<file path="src/rtl/vmul_seq_pkg.sv">
// Shared types and constants for the vector-multiply sequencer.
// Used by vmul_sequencer and vmul_seq_track.
package vmul_seq_pkg;

   localparam int MAX_VL_DEF  = 16;
   localparam int MUL_LAT_DEF = 3;

   // Layout of the 34-bit multiplier result word.
   localparam int RES_W         = 34;
   localparam int RES_VALID_BIT = 33;
   localparam int RES_MASK_BIT  = 32;
   localparam int RES_SIGN_BIT  = 31;
   localparam int RES_EXP_HI    = 30;
   localparam int RES_EXP_LO    = 23;
   localparam int RES_FRAC_HI   = 22;
   localparam int RES_FRAC_LO   = 0;

   typedef enum logic [1:0] {
      IDLE  = 2'd0,
      ISSUE = 2'd1,
      DRAIN = 2'd2,
      DONE  = 2'd3
   } state_t;

   function automatic logic [4:0] clamp_vl(input logic [4:0] v, input int max_vl);
      return (int'(v) > max_vl) ? 5'(max_vl) : v;
   endfunction

endpackage

</file>
<file path="src/rtl/vmul_seq_track.sv">
// LAT-deep delay line following each issued element (slot, write-enable, index)
// so the matching multiplier result can be identified when it emerges.
module vmul_seq_track
   import vmul_seq_pkg::*;
#(
   parameter int LAT = MUL_LAT_DEF
) (
   input  logic       clk,
   input  logic       rst,
   input  logic       in_slot,
   input  logic       in_wr,
   input  logic [3:0] in_idx,
   output logic       out_slot,
   output logic       out_wr,
   output logic [3:0] out_idx
);

   genvar gi;
   generate
      for (gi = 0; gi < LAT; gi++) begin : g_stage
         logic       slot_reg;
         logic       wr_reg;
         logic [3:0] idx_reg;
         logic       slot_next;
         logic       wr_next;
         logic [3:0] idx_next;

         if (gi == 0) begin : g_head
            assign slot_next = in_slot;
            assign wr_next   = in_wr;
            assign idx_next  = in_idx;
         end else begin : g_body
            assign slot_next = g_stage[gi-1].slot_reg;
            assign wr_next   = g_stage[gi-1].wr_reg;
            assign idx_next  = g_stage[gi-1].idx_reg;
         end

         always_ff @(posedge clk) begin
            if (rst) begin
               slot_reg <= 1'b0;
               wr_reg   <= 1'b0;
               idx_reg  <= 4'd0;
            end else begin
               slot_reg <= slot_next;
               wr_reg   <= wr_next;
               idx_reg  <= idx_next;
            end
         end
      end
   endgenerate

   assign out_slot = g_stage[LAT-1].slot_reg;
   assign out_wr   = g_stage[LAT-1].wr_reg;
   assign out_idx  = g_stage[LAT-1].idx_reg;

endmodule

</file>
<file path="src/rtl/vmul_sequencer.sv">
// Sequences one vector multiply: reads elements, issues them to a fixed-latency
// multiplier and writes results back. Optional macro VMUL_SEQ_MASK_EN suppresses masked elements.
module vmul_sequencer
   import vmul_seq_pkg::*;
#(
   parameter int MAX_VL  = MAX_VL_DEF,
   parameter int MUL_LAT = MUL_LAT_DEF
) (
   input  logic             clk,
   input  logic             rst,
   input  logic             start_valid,
   output logic             start_ready,
   input  logic [4:0]       vl,
   input  logic [1:0]       rnd,
   output logic             rd_en,
   output logic [3:0]       rd_idx,
   input  logic [31:0]      rd_a,
   input  logic [31:0]      rd_b,
   input  logic             rd_mask,
   output logic             mul_valid,
   output logic [31:0]      mul_a,
   output logic [31:0]      mul_b,
   output logic             mul_mask,
   output logic [1:0]       mul_rnd,
   input  logic [RES_W-1:0] res_data,
   input  logic             res_exc,
   output logic             wb_en,
   output logic [3:0]       wb_idx,
   output logic [RES_W-1:0] wb_data,
   output logic             busy,
   output logic             done,
   output logic             exc_flag
);

   state_t     state_reg;
   logic [4:0] vl_reg;
   logic [1:0] rnd_reg;
   logic       rd_en_reg;
   logic [3:0] rd_idx_reg;
   logic       slot_reg;
   logic [3:0] slot_idx_reg;
   logic       exc_reg;
   logic       done_reg;
   logic       busy_reg;
   logic       start_ready_reg;

   logic       issue_wr;
   logic       emerge_slot;
   logic       emerge_wr;
   logic [3:0] emerge_idx;

   // slot_reg marks the cycle the RF data for an element is on rd_a/rd_b.
`ifdef VMUL_SEQ_MASK_EN
   assign issue_wr = slot_reg & rd_mask;
`else
   assign issue_wr = slot_reg;
`endif

   vmul_seq_track #(
      .LAT (MUL_LAT)
   ) u_track (
      .clk      (clk),
      .rst      (rst),
      .in_slot  (slot_reg),
      .in_wr    (issue_wr),
      .in_idx   (slot_idx_reg),
      .out_slot (emerge_slot),
      .out_wr   (emerge_wr),
      .out_idx  (emerge_idx)
   );

   always_ff @(posedge clk) begin
      if (rst) begin
         state_reg       <= IDLE;
         vl_reg          <= 5'd0;
         rnd_reg         <= 2'd0;
         rd_en_reg       <= 1'b0;
         rd_idx_reg      <= 4'd0;
         slot_reg        <= 1'b0;
         slot_idx_reg    <= 4'd0;
         exc_reg         <= 1'b0;
         done_reg        <= 1'b0;
         busy_reg        <= 1'b0;
         start_ready_reg <= 1'b1;
      end else begin
         slot_reg     <= rd_en_reg;
         slot_idx_reg <= rd_idx_reg;
         done_reg     <= 1'b0;
         if (emerge_wr && res_exc)
            exc_reg <= 1'b1;

         case (state_reg)
            IDLE: begin
               if (start_valid) begin
                  vl_reg          <= clamp_vl(vl, MAX_VL);
                  rnd_reg         <= rnd;
                  exc_reg         <= 1'b0;
                  start_ready_reg <= 1'b0;
                  busy_reg        <= 1'b1;
                  if (vl == 5'd0) begin
                     state_reg <= DONE;
                     done_reg  <= 1'b1;
                  end else begin
                     state_reg  <= ISSUE;
                     rd_en_reg  <= 1'b1;
                     rd_idx_reg <= 4'd0;
                  end
               end
            end
            ISSUE: begin
               if ({1'b0, rd_idx_reg} == vl_reg - 5'd1) begin
                  rd_en_reg  <= 1'b0;
                  rd_idx_reg <= 4'd0;
                  state_reg  <= DRAIN;
               end else begin
                  rd_idx_reg <= rd_idx_reg + 4'd1;
               end
            end
            DRAIN: begin
               // Last slot emerging ends the op even when it was masked off.
               if (emerge_slot && ({1'b0, emerge_idx} == vl_reg - 5'd1)) begin
                  state_reg <= DONE;
                  done_reg  <= 1'b1;
               end
            end
            DONE: begin
               state_reg       <= IDLE;
               busy_reg        <= 1'b0;
               start_ready_reg <= 1'b1;
            end
            default: state_reg <= IDLE;
         endcase
      end
   end

   assign start_ready = start_ready_reg;
   assign busy        = busy_reg;
   assign done        = done_reg;
   assign rd_en       = rd_en_reg;
   assign rd_idx      = rd_idx_reg;

   assign mul_valid = issue_wr;
   assign mul_a     = slot_reg ? rd_a : 32'd0;
   assign mul_b     = slot_reg ? rd_b : 32'd0;
   assign mul_mask  = slot_reg & rd_mask;
   assign mul_rnd   = rnd_reg;

   assign wb_en    = emerge_wr;
   assign wb_idx   = emerge_wr ? emerge_idx : 4'd0;
   assign wb_data  = emerge_wr ? res_data : '0;
   assign exc_flag = exc_reg | (emerge_wr & res_exc);

endmodule

</file>
<file path="config.mk">
export PLATFORM = sky130hd
export DESIGN_NAME = vmul_sequencer
export DESIGN_NICKNAME = d
export VERILOG_FILES = /design/src/rtl/vmul_seq_pkg.sv /design/src/rtl/vmul_seq_track.sv /design/src/rtl/vmul_sequencer.sv
export SDC_FILE = /design/constraint.sdc
export NUM_CORES = 1
export LEC_CHECK = 0
export CAP_MARGIN = 20
export CORE_ASPECT_RATIO = 1.5
export CORE_MARGIN = 4
export CORE_UTILIZATION = 35
export DETAILED_ROUTE_END_ITERATION = 12
export DONT_BUFFER_PORTS = 1
export GPL_TIMING_DRIVEN = 1
export PLACE_DENSITY = 0.49
export SLEW_MARGIN = 20
export SYNTH_ARGS = -nofsm -noshare
export SYNTH_HDL_FRONTEND = slang
export SYNTH_HIERARCHICAL = 1
export SYNTH_SLANG_ARGS = --single-unit
</file>
<file path="constraint.sdc">
create_clock -name clk -period 3.33 [get_ports clk]
set_input_delay 0.333 -clock clk [delete_from_list [all_inputs] [get_ports clk]]
set_output_delay 0.333 -clock clk [all_outputs]
set_load 0.01 [all_outputs]
</file>
# Word level (Yosys, flattened, before mapping)
# Cells that the tools add are included.
[totals]
reg_bits = 38
input_bits = 110
out_inout_bits = 116
elab_cells = 72
[classes]
n_addsub = 2
n_lt_le_gt_ge = 1
eq_ne = 9
mux = 29
n_bitwise = 3
n_reduce_logical = 11
[op_table]
columns = ["op", "count"]
rows = [
  ["two-way mux 32 bit", 2],
  ["two-way mux 34 bit", 1],
  ["two-way mux 4 bit", 4],
  ["two-way mux 1 bit", 11],
  ["== test 4 x 5 -> 1 bit", 2],
  ["two-way mux 2 bit", 4],
  ["!= test 2 bit (second input constant)", 4],
  ["one-hot mux 1 bit (2 select lines)", 4],
  ["one-hot mux 2 bit (4 select lines)", 1],
  ["one-hot mux 4 bit (2 select lines)", 1],
  ["AND reduction 3 bit", 2],
  ["greater-than comparator 5 bit (second input constant)", 1],
  ["zero test 5 bit", 1],
  ["two-way mux 5 bit", 1],
  ["subtractor 5 x 1 -> 5 bit (second input constant)", 1],
  ["adder 4 x 1 -> 4 bit (second input constant)", 1],
  ["== test 2 bit (second input constant)", 2],
  ["AND reduction 2 bit", 2],
  ["AND reduction 4 bit", 1],
  ["nonzero test 2 bit", 2],
  ["bitwise AND 1 bit", 2],
  ["== test 2 x 1 -> 1 bit (second input constant)", 1],
  ["logical AND 1 bit", 2],
  ["zero test 2 bit", 1],
  ["bitwise OR 1 bit", 1],
]

# Logic depth before layout (Yosys ltp)
[logic_depth]
word_depth = 5
ltp_mapped = 7
depth_no_buf = 7

# Modules after synthesis
# Netlist, hierarchy kept.
[modules_own_cells]
columns = ["module", "n_inst", "cells_each", "area_each_um2", "seq_area_each_um2"]
rows = [
  ["vmul_sequencer", 1, 249, 1890.6, 460.4],
  ["vmul_seq_track", 1, 37, 489.2, 360.3],
]

# Worst setup path after synthesis
# No wires, ideal clock.
[synth_path]
path_kind = "reg2reg"
start = "register vl_reg[0]"
end = "register state_reg[0]"
setup_time_ns = 0.103
arrival_time_ns = 1.876
required_time_ns = 3.227
path_slack_ns = 1.350
path_stages_with_launch = 8
path_buffers = 0
period_less_slack_ns = 1.980
path_cell_list = "dfxtp_1 > inv_1 > ha_1 > o21ba_1 > a221oi_1 > o2111ai_1 > a22o_1 > a2111oi_2"
[synth_via]
elab_chain_len = 5
elab_cells_between_ends = 7
classes_between = "add/sub: 1; eq/ne: 4; reduce/logical: 2"
[synth_rtl]
columns = ["item", "line", "rtl"]
rows = [
  ["from (decl)", "vmul_sequencer.sv:36", "logic [4:0] vl_reg;"],
  ["from (signal assigned)", "vmul_sequencer.sv:95", "vl_reg <= clamp_vl(vl, MAX_VL);"],
  ["subtractor 5 x 1 -> 5 bit *", "vmul_sequencer.sv:111, vmul_sequencer.sv:121", ""],
  ["== test 4 x 5 -> 1 bit", "vmul_sequencer.sv:121", "if (emerge_slot && ({1'b0, emerge_idx} == vl_reg - 5'd1)) begin"],
  ["logical AND 1 bit", "vmul_sequencer.sv:121", ""],
  ["!= test 2 bit (no line)", "n/a", ""],
  ["AND reduction 3 bit (no line) *", "n/a", ""],
  ["to (signal assigned)", "vmul_sequencer.sv:122", "state_reg <= DONE;"],
  ["to (signal assigned)", "vmul_sequencer.sv:127", "state_reg <= IDLE;"],
  ["to (signal assigned)", "vmul_sequencer.sv:131", "default: state_reg <= IDLE;"],
  ["to (decl)", "vmul_sequencer.sv:35", "state_t state_reg;"],
]
# Every way passes the cells marked *; elsewhere a longest branch is shown, timed or not.
# A chain may end at the register's enable or synchronous reset.

# Final worst setup path
# Same ends and word-level chain as after synthesis.

==> flow_summary.toml <==
[cells_and_area]
fin_area_um2 = 2540
n_fill_cell = 648
drive_above_1_share_pct = 4.66
fin_util_pct = 38.6
nets = 394
area_growth_pct = 6.78
largest_reg_flops = 8

[logic_synthesis]
synth_edf_count = 0
yosysWarnings = 6
netlist_area_um2 = 2380
syn_nets = 402
yosysSeqAreaShare_pct = 34.5
synth_seq_cells = 41
postSynthCellCount = 286
synth.distinct_cells = 39
async_reset_ff_share_pct = 0
ys.flop_type = "dfxtp_1"
synth_area_per_cell_um2 = 8.32

[critical_path]
critPathKind = "reg -> reg"
arrival_ns = 2.36
path_max_fanout = 7
cp-end-kind = "register"
worstPathRequired_ns = 3.52
startpoint_type = "register"

[placement]
place_area_um2 = 2420
pre_cts_slack_ns = 1.16
gp_congestion = 0.821
port_buffers = 0
dp_hpwl_um = 5020

[die]
io_pins = 226
die_w_um = 75.3
initial_core_util_pct = 36.2
die-area_um2 = 8210
die_y_um = 109
row_count = 36
core_um2 = 6580

[grt]
use_met2_pct = 22.6
grt_max_degree = 68
busiest_layer = "met2"
met3_usage_pct = 3.78
grtUsageMet1_pct = 14.8
grt_pass1_wl_um = 8150
grt_usage_pct = 13.3
grt_overflow = 0
antenna_found_initial = 1
grt_pass1_vias = 1635

[clocking]
cts_max_level = 2
cts_resized = 0
root_buffer = "clkbuf_8"
cts_setup_buffers = 0
cts.sinks = 41
cts_buffers = 5
clock_latency_ns = 0.29
cts_buffer_depth = 2
clkSlewWorstSetupHoldPaths_ns = 0.08
cts_tree = "done"
hold_buffers = 0

[timing]
report.final.hold_viol_count = 0
skew_ns = 0.00655
finalSetupViolCount = 0
tns_ns = 0
whs_ns = 0.0940
slew_violations = 0
maxSlewHeadroom_pct = 45.0
worst_pin_slew_ns = 0.823
max_freq_ghz = 0.462
rsz0062_at_grt = "no"
fin_crit_sh_pct = 65.0
period_needed_ns = 2.16
fin_ws_ns = 1.17

[power_and_ir_drop]
ir_drop_mv = 0.324
powerDensity_nw_per_um2 = 547
power_leakage_nw = 1.02

[detailed_routing]
vias_per_cell = 5.44
routedWlPerCell_um = 17.4
route.detailed.drc = 0
drt_iter0_markers = 75
vias = 1935
totalWireLength_um = 6190
first_pass_iters = 4
ant_nets = 0

[run]
cap_violations = 0

[run_status]
status = "completed"

[worst_hold_path]
hp-class = "in -> reg"
[path summary, 6_finish.rpt]
check,from,end,slack (ns),cells past startpoint
setup / recovery,vl_reg[0]$_SDFFE_PP0P_,state_reg[0]$_SDFFE_PP0P_,1.17,7
hold / removal,rst,mul_valid$_SDFF_PP0_,0.09,1
setup reg to reg,vl_reg[0]$_SDFFE_PP0P_,state_reg[0]$_SDFFE_PP0P_,1.17,7
hold reg to reg,u_track/g_stage[0].wr_reg$_SDFF_PP0_,u_track/g_stage[1].wr_reg$_SDFF_PP0_,0.43,1
[cells in the final DEF, fill, tap and decap left out, drive strengths merged, types with 2 or more instances in the layout]
| master | n |
|---|---|
| a31oi | 2 |
| and2 | 105 |
| nor2 | 6 |
| and2b | 7 |
| dfxtp | 41 |
| nor2b | 17 |
| nor3 | 3 |
| o21ai | 3 |
| ha | 6 |
| nand4 | 2 |
| a21oi | 14 |
| o21bai | 2 |
| nand3b | 6 |
| buf | 2 |
| clkbuf | 5 |
| nand2 | 15 |
| a221oi | 2 |
| xnor2 | 5 |
| nand2b | 7 |
| a21o | 2 |
| inv | 5 |
| xnor3 | 2 |
[critical path, cell delays in order, from the launching register on]
cell,delay (ns)
dfxtp_1,0.43
inv_1,0.07
ha_1,0.28
o21ba_1,0.20
a221oi_1,0.28
o2111ai_1,0.21
a22o_1,0.25
a2111oi_2,0.35
[cell families after synthesis]
family | count (synthesis) | synth area share (%)
flops | 41 | 34.5
fa+ha+maj | 6 | 3.15
buf+inv | 22 | 3.63
compound gates | 36 | 10.5
xor+xnor | 7 | 3.73
simple gates | 174 | 44.5
[routing by layer]
layer	vias to the layer above	wire [µm]
met5	-	0
met2	161	3240
met4	0	123
li1	910	-
met3	8	687
met1	856	2150
[report_power, final]
part	leakage, nW	switching (mW)	internal [mW]
Combinational	0.634	0.221	0.166
Sequential	0.333	0.0704	0.532
Clock	0.0544	0.177	0.224
Total	1.02	0.469	0.922
[final cells by class]
class | instances | area (µm²) | area share [%]
antenna | 1 | 2.50 | 0.0985
tap | 76 | 95.1 | 3.74
multi-input combinational | 223 | 1470 | 58.0
sequential | 41 | 822 | 32.3
inverter | 5 | 18.8 | 0.739
timing repair buffer | 2 | 15.0 | 0.591
clock buffer | 5 | 68.8 | 2.71
clock inverter | 3 | 46.3 | 1.82
[metrics by stage]
| step | std cells | power (mW) |
|---|---|---|
| finish | 356 | 1.39 |
| global route | 356 | 1.48 |
| CTS | 355 | 1.42 |
| detailed placement | 347 | 1.00 |
| global placement | 347 | 1.00 |
| floorplan | 286 | 0.936 |
[cells in the mapped netlist, drive strengths merged, types with 3 or more instances]
cell type	instances	area share [%]
nand2	15	2.4
inv	5	0.79
and2b	7	2.2
ha	6	3.2
o21ai	3	0.63
nor2	6	0.95
nor2b	17	4.5
nand2b	7	1.8
and2	105	28
nor3	3	0.63
dfxtp	41	34
clkbuf	16	2.5
xnor2	5	1.8
nand3b	6	1.9
a21oi	14	2.9
Power figures use the tool's default switching activity.
